<file path="config.mk">
export PLATFORM = sky130hd
export DESIGN_NAME = mc_port_arbiter
export DESIGN_NICKNAME = d
export VERILOG_FILES = /design/src/rtl/phold_mc_pkg.sv /design/src/rtl/rr_arbiter.sv /design/src/rtl/mc_port_arbiter.sv
export SDC_FILE = /design/constraint.sdc
export NUM_CORES = 1
export LEC_CHECK = 0
export ABC_AREA = 0
export CORE_AREA = 4 4 406 408
export DETAILED_ROUTE_END_ITERATION = 8
export DIE_AREA = 0 0 410 412
export GPL_TIMING_DRIVEN = 0
export HOLD_SLACK_MARGIN = 0.1
export SETUP_SLACK_MARGIN = 0.1
export SLEW_MARGIN = 20
export SYNTH_ARGS = -nofsm -noshare
export SYNTH_HDL_FRONTEND = slang
export SYNTH_HIERARCHICAL = 1
export SYNTH_SLANG_ARGS = --single-unit
</file>
<file path="constraint.sdc">
create_clock -name clk -period 5.91 [get_ports clk]
set_input_delay 1.182 -clock clk [delete_from_list [all_inputs] [get_ports clk]]
set_output_delay 1.182 -clock clk [all_outputs]
set_load 0.01 [all_outputs]
</file>
<file path="src/rtl/phold_mc_pkg.sv">
// Shared MC port definitions for the PHOLD memory path: field widths,
// command/response encodings and a small contention helper.
package phold_mc_pkg;

    localparam int MC_CMD_W  = 3;
    localparam int MC_SCMD_W = 4;
    localparam int MC_VADR_W = 48;
    localparam int MC_SIZE_W = 2;
    localparam int MC_DATA_W = 64;

    localparam logic [MC_CMD_W-1:0] MC_CMD_RD      = 3'd1;
    localparam logic [MC_CMD_W-1:0] MC_CMD_WR      = 3'd2;
    localparam logic [MC_CMD_W-1:0] MC_RSP_RD_DATA = 3'd2;
    localparam logic [MC_CMD_W-1:0] MC_RSP_WR_CMP  = 3'd3;

    // True when at least two bits of the (zero-extended) vector are set.
    function automatic logic multi_req(input logic [63:0] v);
        return (v & (v - 64'd1)) != 64'd0;
    endfunction

endpackage

</file>
<file path="src/rtl/rr_arbiter.sv">
// Round-robin arbiter: first requester at or after ptr wins, wrapping N-1 -> 0.
// N must be a power of two so the pointer arithmetic wraps naturally.
module rr_arbiter #(
    parameter int N   = 4,
    parameter int IDW = (N > 1) ? $clog2(N) : 1
) (
    input  logic [N-1:0]   req,
    input  logic [IDW-1:0] ptr,
    input  logic           en,
    output logic [N-1:0]   grant,
    output logic           grant_vld,
    output logic [IDW-1:0] grant_id,
    output logic [IDW-1:0] next_ptr
);

    logic [IDW-1:0] idx;

    // Scan from ptr upward; the first active request claims the grant.
    always_comb begin
        grant_vld = 1'b0;
        grant_id  = '0;
        idx       = '0;
        for (int i = 0; i < N; i++) begin
            idx = ptr + IDW'(i);
            if (en && !grant_vld && req[idx]) begin
                grant_vld = 1'b1;
                grant_id  = idx;
            end
        end
        grant    = grant_vld ? ({{(N-1){1'b0}}, 1'b1} << grant_id) : '0;
        next_ptr = grant_id + IDW'(1);
    end

endmodule

</file>
<file path="src/rtl/mc_port_arbiter.sv">
// Funnels NUM_CLIENTS core request channels onto one MC port. Requests are
// tagged with the client ID in the rtnctl MSBs; responses are routed back by
// that tag. Also counts cycles in which two or more clients contend.
module mc_port_arbiter
    import phold_mc_pkg::*;
#(
    parameter int NUM_CLIENTS     = 4,
    parameter int MC_RTNCTL_WIDTH = 32,
    parameter int ID_WID          = $clog2(NUM_CLIENTS),
    parameter int CL_RTNCTL_WID   = MC_RTNCTL_WIDTH - ID_WID
) (
    input  logic                               clk,
    input  logic                               rst_n,
    input  logic [NUM_CLIENTS-1:0]             cl_rq_vld,
    input  logic [MC_CMD_W*NUM_CLIENTS-1:0]    cl_rq_cmd,
    input  logic [MC_SCMD_W*NUM_CLIENTS-1:0]   cl_rq_scmd,
    input  logic [MC_VADR_W*NUM_CLIENTS-1:0]   cl_rq_vadr,
    input  logic [MC_SIZE_W*NUM_CLIENTS-1:0]   cl_rq_size,
    input  logic [CL_RTNCTL_WID*NUM_CLIENTS-1:0] cl_rq_rtnctl,
    input  logic [MC_DATA_W*NUM_CLIENTS-1:0]   cl_rq_data,
    output logic [NUM_CLIENTS-1:0]             cl_rq_grant,
    output logic [NUM_CLIENTS-1:0]             cl_rs_vld,
    output logic [MC_CMD_W-1:0]                cl_rs_cmd,
    output logic [MC_SCMD_W-1:0]               cl_rs_scmd,
    output logic [CL_RTNCTL_WID-1:0]           cl_rs_rtnctl,
    output logic [MC_DATA_W-1:0]               cl_rs_data,
    input  logic [NUM_CLIENTS-1:0]             cl_rs_stall,
    output logic                               mc_rq_vld,
    output logic [MC_CMD_W-1:0]                mc_rq_cmd,
    output logic [MC_SCMD_W-1:0]               mc_rq_scmd,
    output logic [MC_VADR_W-1:0]               mc_rq_vadr,
    output logic [MC_SIZE_W-1:0]               mc_rq_size,
    output logic [MC_RTNCTL_WIDTH-1:0]         mc_rq_rtnctl,
    output logic [MC_DATA_W-1:0]               mc_rq_data,
    output logic                               mc_rq_flush,
    input  logic                               mc_rq_stall,
    input  logic                               mc_rs_vld,
    input  logic [MC_CMD_W-1:0]                mc_rs_cmd,
    input  logic [MC_SCMD_W-1:0]               mc_rs_scmd,
    input  logic [MC_RTNCTL_WIDTH-1:0]         mc_rs_rtnctl,
    input  logic [MC_DATA_W-1:0]               mc_rs_data,
    output logic                               mc_rs_stall,
    output logic [63:0]                        q_conf_cnt
);

    logic                   rq_vld_p1;
    logic                   rq_free;
    logic [ID_WID-1:0]      ptr_q;
    logic                   arb_vld;
    logic [ID_WID-1:0]      arb_id;
    logic [ID_WID-1:0]      arb_next;
    logic                   rs_vld_p1;
    logic [ID_WID-1:0]      rs_id_p1;
    logic                   rs_load;
    logic                   rs_drain;

    // The register can take a new request when empty or emptying this cycle.
    // Grants are also masked while reset is asserted so every output reads 0.
    assign rq_free = ~rq_vld_p1 | ~mc_rq_stall;

    rr_arbiter #(.N(NUM_CLIENTS), .IDW(ID_WID)) u_arb (
        .req       (cl_rq_vld),
        .ptr       (ptr_q),
        .en        (rq_free & rst_n),
        .grant     (cl_rq_grant),
        .grant_vld (arb_vld),
        .grant_id  (arb_id),
        .next_ptr  (arb_next)
    );

    assign mc_rq_vld   = rq_vld_p1;
    assign mc_rq_flush = 1'b0;

    // Request stage: latch the granted client's fields, tag rtnctl with its ID.
    always_ff @(posedge clk or negedge rst_n) begin
        if (!rst_n) begin
            rq_vld_p1    <= 1'b0;
            ptr_q        <= '0;
            mc_rq_cmd    <= '0;
            mc_rq_scmd   <= '0;
            mc_rq_vadr   <= '0;
            mc_rq_size   <= '0;
            mc_rq_rtnctl <= '0;
            mc_rq_data   <= '0;
        end else if (arb_vld) begin
            rq_vld_p1    <= 1'b1;
            ptr_q        <= arb_next;
            mc_rq_cmd    <= cl_rq_cmd[int'(arb_id)*MC_CMD_W +: MC_CMD_W];
            mc_rq_scmd   <= cl_rq_scmd[int'(arb_id)*MC_SCMD_W +: MC_SCMD_W];
            mc_rq_vadr   <= cl_rq_vadr[int'(arb_id)*MC_VADR_W +: MC_VADR_W];
            mc_rq_size   <= cl_rq_size[int'(arb_id)*MC_SIZE_W +: MC_SIZE_W];
            mc_rq_rtnctl <= {arb_id, cl_rq_rtnctl[int'(arb_id)*CL_RTNCTL_WID +: CL_RTNCTL_WID]};
            mc_rq_data   <= cl_rq_data[int'(arb_id)*MC_DATA_W +: MC_DATA_W];
        end else if (!mc_rq_stall) begin
            rq_vld_p1    <= 1'b0;
        end
    end

    // Only the stall of the client owning the held response matters.
    assign mc_rs_stall = rs_vld_p1 & cl_rs_stall[rs_id_p1];
    assign rs_load     = mc_rs_vld & ~mc_rs_stall;
    assign rs_drain    = rs_vld_p1 & ~cl_rs_stall[rs_id_p1];

    // Response stage: capture routing ID and payload; load may overlap a drain.
    always_ff @(posedge clk or negedge rst_n) begin
        if (!rst_n) begin
            rs_vld_p1    <= 1'b0;
            rs_id_p1     <= '0;
            cl_rs_cmd    <= '0;
            cl_rs_scmd   <= '0;
            cl_rs_rtnctl <= '0;
            cl_rs_data   <= '0;
        end else if (rs_load) begin
            rs_vld_p1    <= 1'b1;
            rs_id_p1     <= mc_rs_rtnctl[MC_RTNCTL_WIDTH-1 -: ID_WID];
            cl_rs_cmd    <= mc_rs_cmd;
            cl_rs_scmd   <= mc_rs_scmd;
            cl_rs_rtnctl <= mc_rs_rtnctl[CL_RTNCTL_WID-1:0];
            cl_rs_data   <= mc_rs_data;
        end else if (rs_drain) begin
            rs_vld_p1    <= 1'b0;
        end
    end

    // Steer the response valid to the tagged client only.
    always_comb begin
        cl_rs_vld = '0;
        if (rs_vld_p1) cl_rs_vld[rs_id_p1] = 1'b1;
    end

    // Contention counter: cycles where two or more clients are requesting.
    always_ff @(posedge clk or negedge rst_n) begin
        if (!rst_n) q_conf_cnt <= '0;
        else if (multi_req(64'(cl_rq_vld))) q_conf_cnt <= q_conf_cnt + 64'd1;
    end

endmodule
</file>
# After elaboration in Yosys (flattened, before gate mapping)
# Index checks and enable logic that the tools add are counted.
dict set report op_classes {
  add_sub_neg 6
  magnitude_cmp 6
  multipliers 3
  bitwise_logic 10
  muxes 26
  n_eq_ne 1
  n_shift 7
  reduce_logical 13
}
# cell count
set op_table {}
lappend op_table {{256-bit by 9-bit indexed part select with 64-bit output} 1}
lappend op_table {{192-bit by 9-bit indexed part select with 48-bit output} 1}
lappend op_table {{120-bit by 8-bit indexed part select with 30-bit output} 1}
lappend op_table {{64-bit by 1-bit adder with 64-bit output, second input constant} 1}
lappend op_table {{4-bit by 64-bit bitwise AND with 64-bit output} 1}
lappend op_table {{64-bit nonzero test} 1}
lappend op_table {{16-bit by 5-bit indexed part select with 4-bit output} 1}
lappend op_table {{2-bit by 3-bit less-than comparator with 1-bit output, second input constant} 5}
lappend op_table {{1-bit 2-to-1 mux} 14}
lappend op_table {{12-bit by 5-bit indexed part select with 3-bit output} 1}
lappend op_table {{1-bit binary-select mux with 2-bit select} 5}
lappend op_table {{1-bit logical AND} 8}
lappend op_table {{2-bit by 2-bit multiplier with 4-bit output, second input constant} 2}
lappend op_table {{2-bit 2-to-1 mux} 4}
lappend op_table {{4-bit 2-to-1 mux} 2}
lappend op_table {{8-bit by 4-bit indexed part select with 2-bit output} 1}
lappend op_table {{2-bit by 4-bit multiplier with 6-bit output, second input constant} 1}
lappend op_table {{4-bit by 1-bit subtractor with 5-bit output, second input constant} 1}
lappend op_table {{2-bit by 1-bit adder with 2-bit output, second input constant} 2}
lappend op_table {{2-bit adder, second input constant} 2}
lappend op_table {{1-bit bitwise AND} 4}
lappend op_table {{1-bit inverter} 4}
lappend op_table {{1-bit by 2-bit << shifter with 4-bit output, first input constant} 1}
lappend op_table {{1-bit zero test} 3}
lappend op_table {{5 further kinds} 5}
dict set report totals {
  output_inout_bits 329
  ff_bits 324
  wordCells 87
  input_bits 719
}

# Logic depth before layout (Yosys ltp)
dict set report logic_depth {
  ltp_word 19
  mapped_depth 8
  mapped_depth_nobuf 5
}

# Modules after synthesis
# Netlist, hierarchy kept.
# mod cells_each seq_area_each_um2 instances area_per_inst_um2
set by_module_without_submodules {}
lappend by_module_without_submodules {mc_port_arbiter 1034 8107.8 1 16631.0}
lappend by_module_without_submodules {rr_arbiter 30 0.0 1 229.0}

# Worst setup path after synthesis
# No wires, ideal clock.
dict set report synth_timing {
  path_kind {input -> register}
  startpoint {in rst_n}
  endpoint {reg mc_rq_data[18]}
  setup_time_ns 0.125
  path_stages 8
  arrival_ns 3.407
  required_time_ns 5.785
  path_buffers 3
  slack_ns 2.378
  cell_sequence {a21boi_0 nand2_1 nor3_1 clkbuf_1 buf_2 buf_2 mux4_2 mux2_2}
}
dict set report synth_between {
  elab_chain_cells 16
  word_cells_on_any_way 20
}
# item line
set synth_rtl {}
lappend synth_rtl {{start: declaration} mc_port_arbiter.sv:13} ;# input logic rst_n,
lappend synth_rtl {{1-bit bitwise AND *} mc_port_arbiter.sv:64} ;# .en (rq_free & rst_n),
lappend synth_rtl {{1-bit logical AND} rr_arbiter.sv:25} ;# if (en && !grant_vld && req[idx]) begin
lappend synth_rtl {{1-bit 2-to-1 mux} rr_arbiter.sv:25}
lappend synth_rtl {{1-bit zero test} rr_arbiter.sv:25}
lappend synth_rtl {{1-bit logical AND (2 in a row)} rr_arbiter.sv:25}
lappend synth_rtl {{1-bit 2-to-1 mux} rr_arbiter.sv:25}
lappend synth_rtl {{1-bit zero test} rr_arbiter.sv:25}
lappend synth_rtl {{1-bit logical AND (2 in a row)} rr_arbiter.sv:25}
lappend synth_rtl {{1-bit 2-to-1 mux} rr_arbiter.sv:25}
lappend synth_rtl {{1-bit zero test} rr_arbiter.sv:25}
lappend synth_rtl {{1-bit logical AND (2 in a row)} rr_arbiter.sv:25}
lappend synth_rtl {{2-bit 2-to-1 mux *} rr_arbiter.sv:25}
lappend synth_rtl {{net arb_id[0]} mc_port_arbiter.sv:50} ;# logic [ID_WID-1:0] arb_id;
lappend synth_rtl {{256-bit by 9-bit indexed part select with 64-bit output *} mc_port_arbiter.sv:93} ;# mc_rq_data <= cl_rq_data[int'(arb_id)*MC_DATA_W +: MC_DATA_W];
lappend synth_rtl {{end signal: assignment} mc_port_arbiter.sv:93}
lappend synth_rtl {{end: declaration} mc_port_arbiter.sv:34} ;# output logic [MC_DATA_W-1:0] mc_rq_data,
# The timed path passes the listed nets; every way through them passes the cells marked *.
# A chain may end at the register's enable or synchronous reset.

# Worst setup path after layout
dict set report layout_timing {
  startpoint {in cl_rq_vld[0]}
  endpoint {reg mc_rq_data[62]}
}
dict set report layout_between {
  elab_chain_cells 17
  word_cells_on_any_way 27
}
# item line
set layout_rtl {}
lappend layout_rtl {{start: declaration} mc_port_arbiter.sv:14} ;# input logic [NUM_CLIENTS-1:0] cl_rq_vld,
lappend layout_rtl {{1-bit binary-select mux with 2-bit select} rr_arbiter.sv:25}
lappend layout_rtl {{1-bit 2-to-1 mux (not written as such)} rr_arbiter.sv:25}
lappend layout_rtl {{1-bit logical AND} rr_arbiter.sv:25}
lappend layout_rtl {{1-bit 2-to-1 mux} rr_arbiter.sv:25}
lappend layout_rtl {{1-bit zero test} rr_arbiter.sv:25}
lappend layout_rtl {{1-bit logical AND (2 in a row)} rr_arbiter.sv:25}
lappend layout_rtl {{1-bit 2-to-1 mux} rr_arbiter.sv:25}
lappend layout_rtl {{1-bit zero test} rr_arbiter.sv:25}
lappend layout_rtl {{1-bit logical AND (2 in a row)} rr_arbiter.sv:25}
lappend layout_rtl {{1-bit 2-to-1 mux} rr_arbiter.sv:25}
lappend layout_rtl {{1-bit zero test} rr_arbiter.sv:25}
lappend layout_rtl {{1-bit logical AND (2 in a row)} rr_arbiter.sv:25}
lappend layout_rtl {{2-bit 2-to-1 mux *} rr_arbiter.sv:25}
lappend layout_rtl {{net arb_id[1]} mc_port_arbiter.sv:50}
lappend layout_rtl {{256-bit by 9-bit indexed part select with 64-bit output *} mc_port_arbiter.sv:93}
# The timed path passes the listed nets; every way through them passes the cells marked *. The select of a mux whose other input is x is not followed.

==> results by group <==
Critical path
  – Worst setup slack for register-to-register paths: 1730 ps
  – Capturing element type of the critical path: flip-flop
  – Crit path max fanout: 12
  – Arrival time reported for the critical path endpoint: 5640 ps
  – Crit path required time: 6390 ps
  – Endpoint of the worst register-to-register path: mc_rq_data[62]
  – Worst reg2reg startpoint: ptr_q[1]
  – Count of cells along the worst register-to-register path: 9
  – Critical path type: primary input to flip-flop
  – Element type at the critical path start: primary input

Final layout
  – Utilization after layout: 0.196
  – Layout overhead on the synthesized area: 88.3%
  – Cell Count, Final, Fillers Out: 4389
  – Share of final-layout standard cells stronger than drive strength 1: 0.254
  – Final nets: 2887
  – Fill cell instance count of the final layout: 17500

Clocking
  – Clock-pin slew on the worst setup and hold paths: 60 ps
  – TritonCTS clock tree: built
  – Number of clock buffers inserted by TritonCTS: 43
  – Hold buffer count at cts: 0
  – Post-CTS resize count: 0
  – Master cell of the clock root buffer: clkbuf_16
  – Number of buffers added for setup after CTS: 0
  – Number of H-tree branching levels: 2
  – Clk buf depth: 3
  – Sink count of the clock tree: 324
  – Insertion delay of the later-clocked pin in the worst-skew pair: 600 ps

Timing
  – Final setup skew: 18.9 ps
  – Share of the clock period used by the worst path: 0.872
  – Setup repair after global routing missed its margin: false
  – Transition time at the pin with the least slew margin: 1210 ps
  – Count of pins over their slew limit: 0
  – Final Hold Fails: 0
  – Final setup vio count: 0
  – Setup WS post-layout: 754 ps
  – Minimum period implied by the final worst setup slack: 5160 ps
  – Max-slew headroom at the worst pin: 0.189
  – Peak Freq: just under 200 MHz

Yosys
  – Flip-flop and latch count after synthesis: between 300 and 400
  – Synthesis Warnings: 6
  – Post-synth cell types: 49
  – Area share of the leading cell type in the synthesized netlist: 0.481
  – Most instantiated flip-flop cell in the synthesis netlist: dfrtp_1
  – Mapped cell area: 0.0169 mm2
  – Number of enable-type register cells in the synthesized netlist: 0
  – Post-Synthesis Cells: 1064
  – Biggest area consumer among synthesized cells: dfrtp_1
  – Synthesized area per cell: around 16 um2
  – Post-synthesis net count: 1788
  – Most area-consuming cells after synthesis: dfrtp_1 (48%), mux4_2 (20%), mux2_2 (13%)
  – Async SR Flop Fraction: 1.00
  – Proportion of synthesized chip area in sequential cells: 0.481

Power and ir drop
  – Standby leakage power: 11.9 nW
  – Sequential power share: 0.312
  – Sw Pwr: 3.66 mW
  – Peak supply drop: between 150 and 200 uV
  – Internal power contribution: approximately 6.9 mW
  – Clock group share of total power: 0.258
  – Areal power density over the cells: 334 mW/mm2
  – Power Total: about 11 mW
  – Sw Ratio: 0.345
  – Combinational group share of total power: 0.430

Route
  – TritonRoute pass-1 iters: 5
  – Avg WL per Cell: 29.3 um
  – Number of routed nets with antenna violations: 0
  – Via density per instance: 3.45
  – Total DRC errors in the routed layout: 0
  – Drt initial violations: 924
  – Detailed-route via count: roughly 15000
  – Drt total wl: 129 mm

Global routing
  – GRT Resource Usage Total: 0.145
  – Overflow left after global routing: 0
  – Largest net degree at the start of global routing: slightly above 90
  – Via count of the first global-routing pass: ~16000
  – Antenna violations before repair: between 90 and 100
  – Global-route wire length before repair: 161 mm

Floorplan
  – Die outline area: 0.169 mm2
  – Initial standard-cell utilization of the core: 0.104
  – Chip Width: 410 um
  – Number of standard-cell rows in the floorplan: 148
  – I/O Pins: 1048
  – Floorplan Core Area: 0.162 mm2
  – Die extent in y: 412 um

Outcome
  – Status: completed

Placement
  – Routability Congestion: approximately 0.94
  – HPWL after DPL: 114 mm
  – Setup slack at placement: -11.2 ps
  – Port Buffer Count: 1046
  – Cell Count Post-Placement: 4293

Min path
  – Worst min-delay path category: flip-flop to flip-flop
  – Count of cells along the worst hold path: 1
  – Endpoint with the worst hold slack: q_conf_cnt[63]
  – Worst Min Path Start: q_conf_cnt[63]

Run
  – Max-capacitance violation count: 0
==> worst max-delay path, stage by stage <==
cell and delay (ps):
clkdlybuf4s50_1 650, nand2b_1 270, a221oi_2 270, o211a_1 240, clkbuf_2 300, buf_16 200, clkbuf_1 820, clkbuf_1 810
mux4_2 540, mux2_2 300
==> through the flow <==
stage	setup TNS [ps]	cell area (um2)	hold WS, ps
final	0	31800	481
after detailed placement	-11.2	30300	466
after global routing	0	31700	475
after floorplan	0	16900	504
after global placement	-5941080	30100	460
after CTS	0	31700	432
==> cell families (layout without fill, tap and decap cells) <==
logic type / after synthesis / after routing / synth area share
AOI/OAI and AO/OA: 14 / 14 / 0.00675
xor gates and xnor gates: 63 / 63 / 0.0327
adders and majority gates: 5 / 5 / 0.00371
buffers and inverters: 75 / 1208 / 0.0220
DFF: 324 / 324 / 0.481
muxes: 412 / 412 / 0.392
other: 1 / 18 / 0.000222
and+or+nand+nor: 170 / 170 / 0.0614
==> power groups by stage <==
| stage | registers [mW] | logic [mW] | clock network (mW) |
|---|---|---|---|
| finish | 3.30 | 4.56 | 2.74 |
| global placement | 3.33 | 4.67 | 0 |
| CTS | 3.31 | 4.73 | 2.86 |
| detailed placement | 3.35 | 4.71 | 0 |
| global route | 3.39 | 4.80 | 2.94 |
| floorplan | 3.53 | 1.38 | 0 |
==> state kept, by name, summed over array words and instances (netlist names), 4 cells and up <==
name and flops:
cl_rs_data 64, cl_rs_rtnctl 30, cl_rs_scmd 4, mc_rq_data 64, mc_rq_rtnctl 32, mc_rq_scmd 4
mc_rq_vadr 48, q_conf_cnt 64
==> cells in the mapped netlist (2+ instances only) <==
master and n:
and4_1 5, and2_1 8, nor4bb_1 2, a211o_1 2
inv_1 8, mux2_4 70, nand4_1 17, and3_1 10
buf_6 8, buf_2 21, nand3b_1 3, mux4_2 152
a21oi_1 2, nand2_1 28, nor3_2 7, nor4_1 3
clkbuf_1 36, nand4_2 4, nand2_2 2, xor2_1 37
xnor2_1 26, nor2_1 29, nor4_2 5, nand3_1 23
nor3_1 12, ha_1 5, mux2_2 189, nand2b_1 4
nor4_4 2, a211oi_1 2, dfrtp_1 324
==> final cells by class <==
cell class,count,area (um2),area share
diodes,17,42.5,0.00134
repair buffers,1054,10700,0.336
multi-input cells,665,8380,0.264
clock buffers,55,1200,0.0379
plain buffers,67,353,0.0111
flip-flops and latches,324,8110,0.255
clock inverters,24,249,0.00784
well taps,2175,2720,0.0857
inverters,8,30.0,0.000946
==> layer usage <==
metal  global-route usage  wire (um)  vias to the layer above  share of wire
li1                     -          -                     6328              -
met5                    0         13                        -        0.00010
met1                0.161      47600                     7777           0.37
met2                0.273      68600                      831           0.53
met3               0.0295       7600                      210          0.059
met4               0.0509       4770                        2          0.037
==> how the worst max path moves through the flow <==
| stage | startpoint | to | cells past startpoint |
|---|---|---|---|
| 4_1_cts | rst_n | mc_rq_data[62] | 11 |
| 6_report | cl_rq_vld[0] | mc_rq_data[62] | 10 |
| 3_3_place_gp | rst_n | mc_rq_rtnctl[5] | 8 |
| 2_1_floorplan | rst_n | mc_rq_data[18] | 8 |
| 5_1_grt | rst_n | mc_rq_data[62] | 11 |
| 3_5_place_dp | rst_n | mc_rq_data[62] | 11 |
==> cell usage in the layout (no fill, tap or decap), types with 7 or more instances in the layout <==
cell | synthesis | final
and2_1 | 8 | 8
buf_2 | 21 | 21
nor2_1 | 29 | 29
buf_6 | 8 | 8
dfrtp_1 | 324 | 324
xor2_1 | 37 | 37
nor3_2 | 7 | 7
mux4_2 | 152 | 152
diode_2 | 0 | 17
xnor2_1 | 26 | 26
clkinv_2 | 0 | 8
nand4_1 | 17 | 17
nand2_1 | 28 | 28
mux2_4 | 70 | 70
and3_1 | 10 | 10
clkbuf_16 | 0 | 44
mux2_2 | 189 | 189
inv_1 | 8 | 8
clkbuf_2 | 0 | 9
nand3_1 | 23 | 23
clkdlybuf4s50_1 | 0 | 1045
clkbuf_1 | 36 | 32
nor3_1 | 12 | 12
Power figures use the tool's default switching activity.
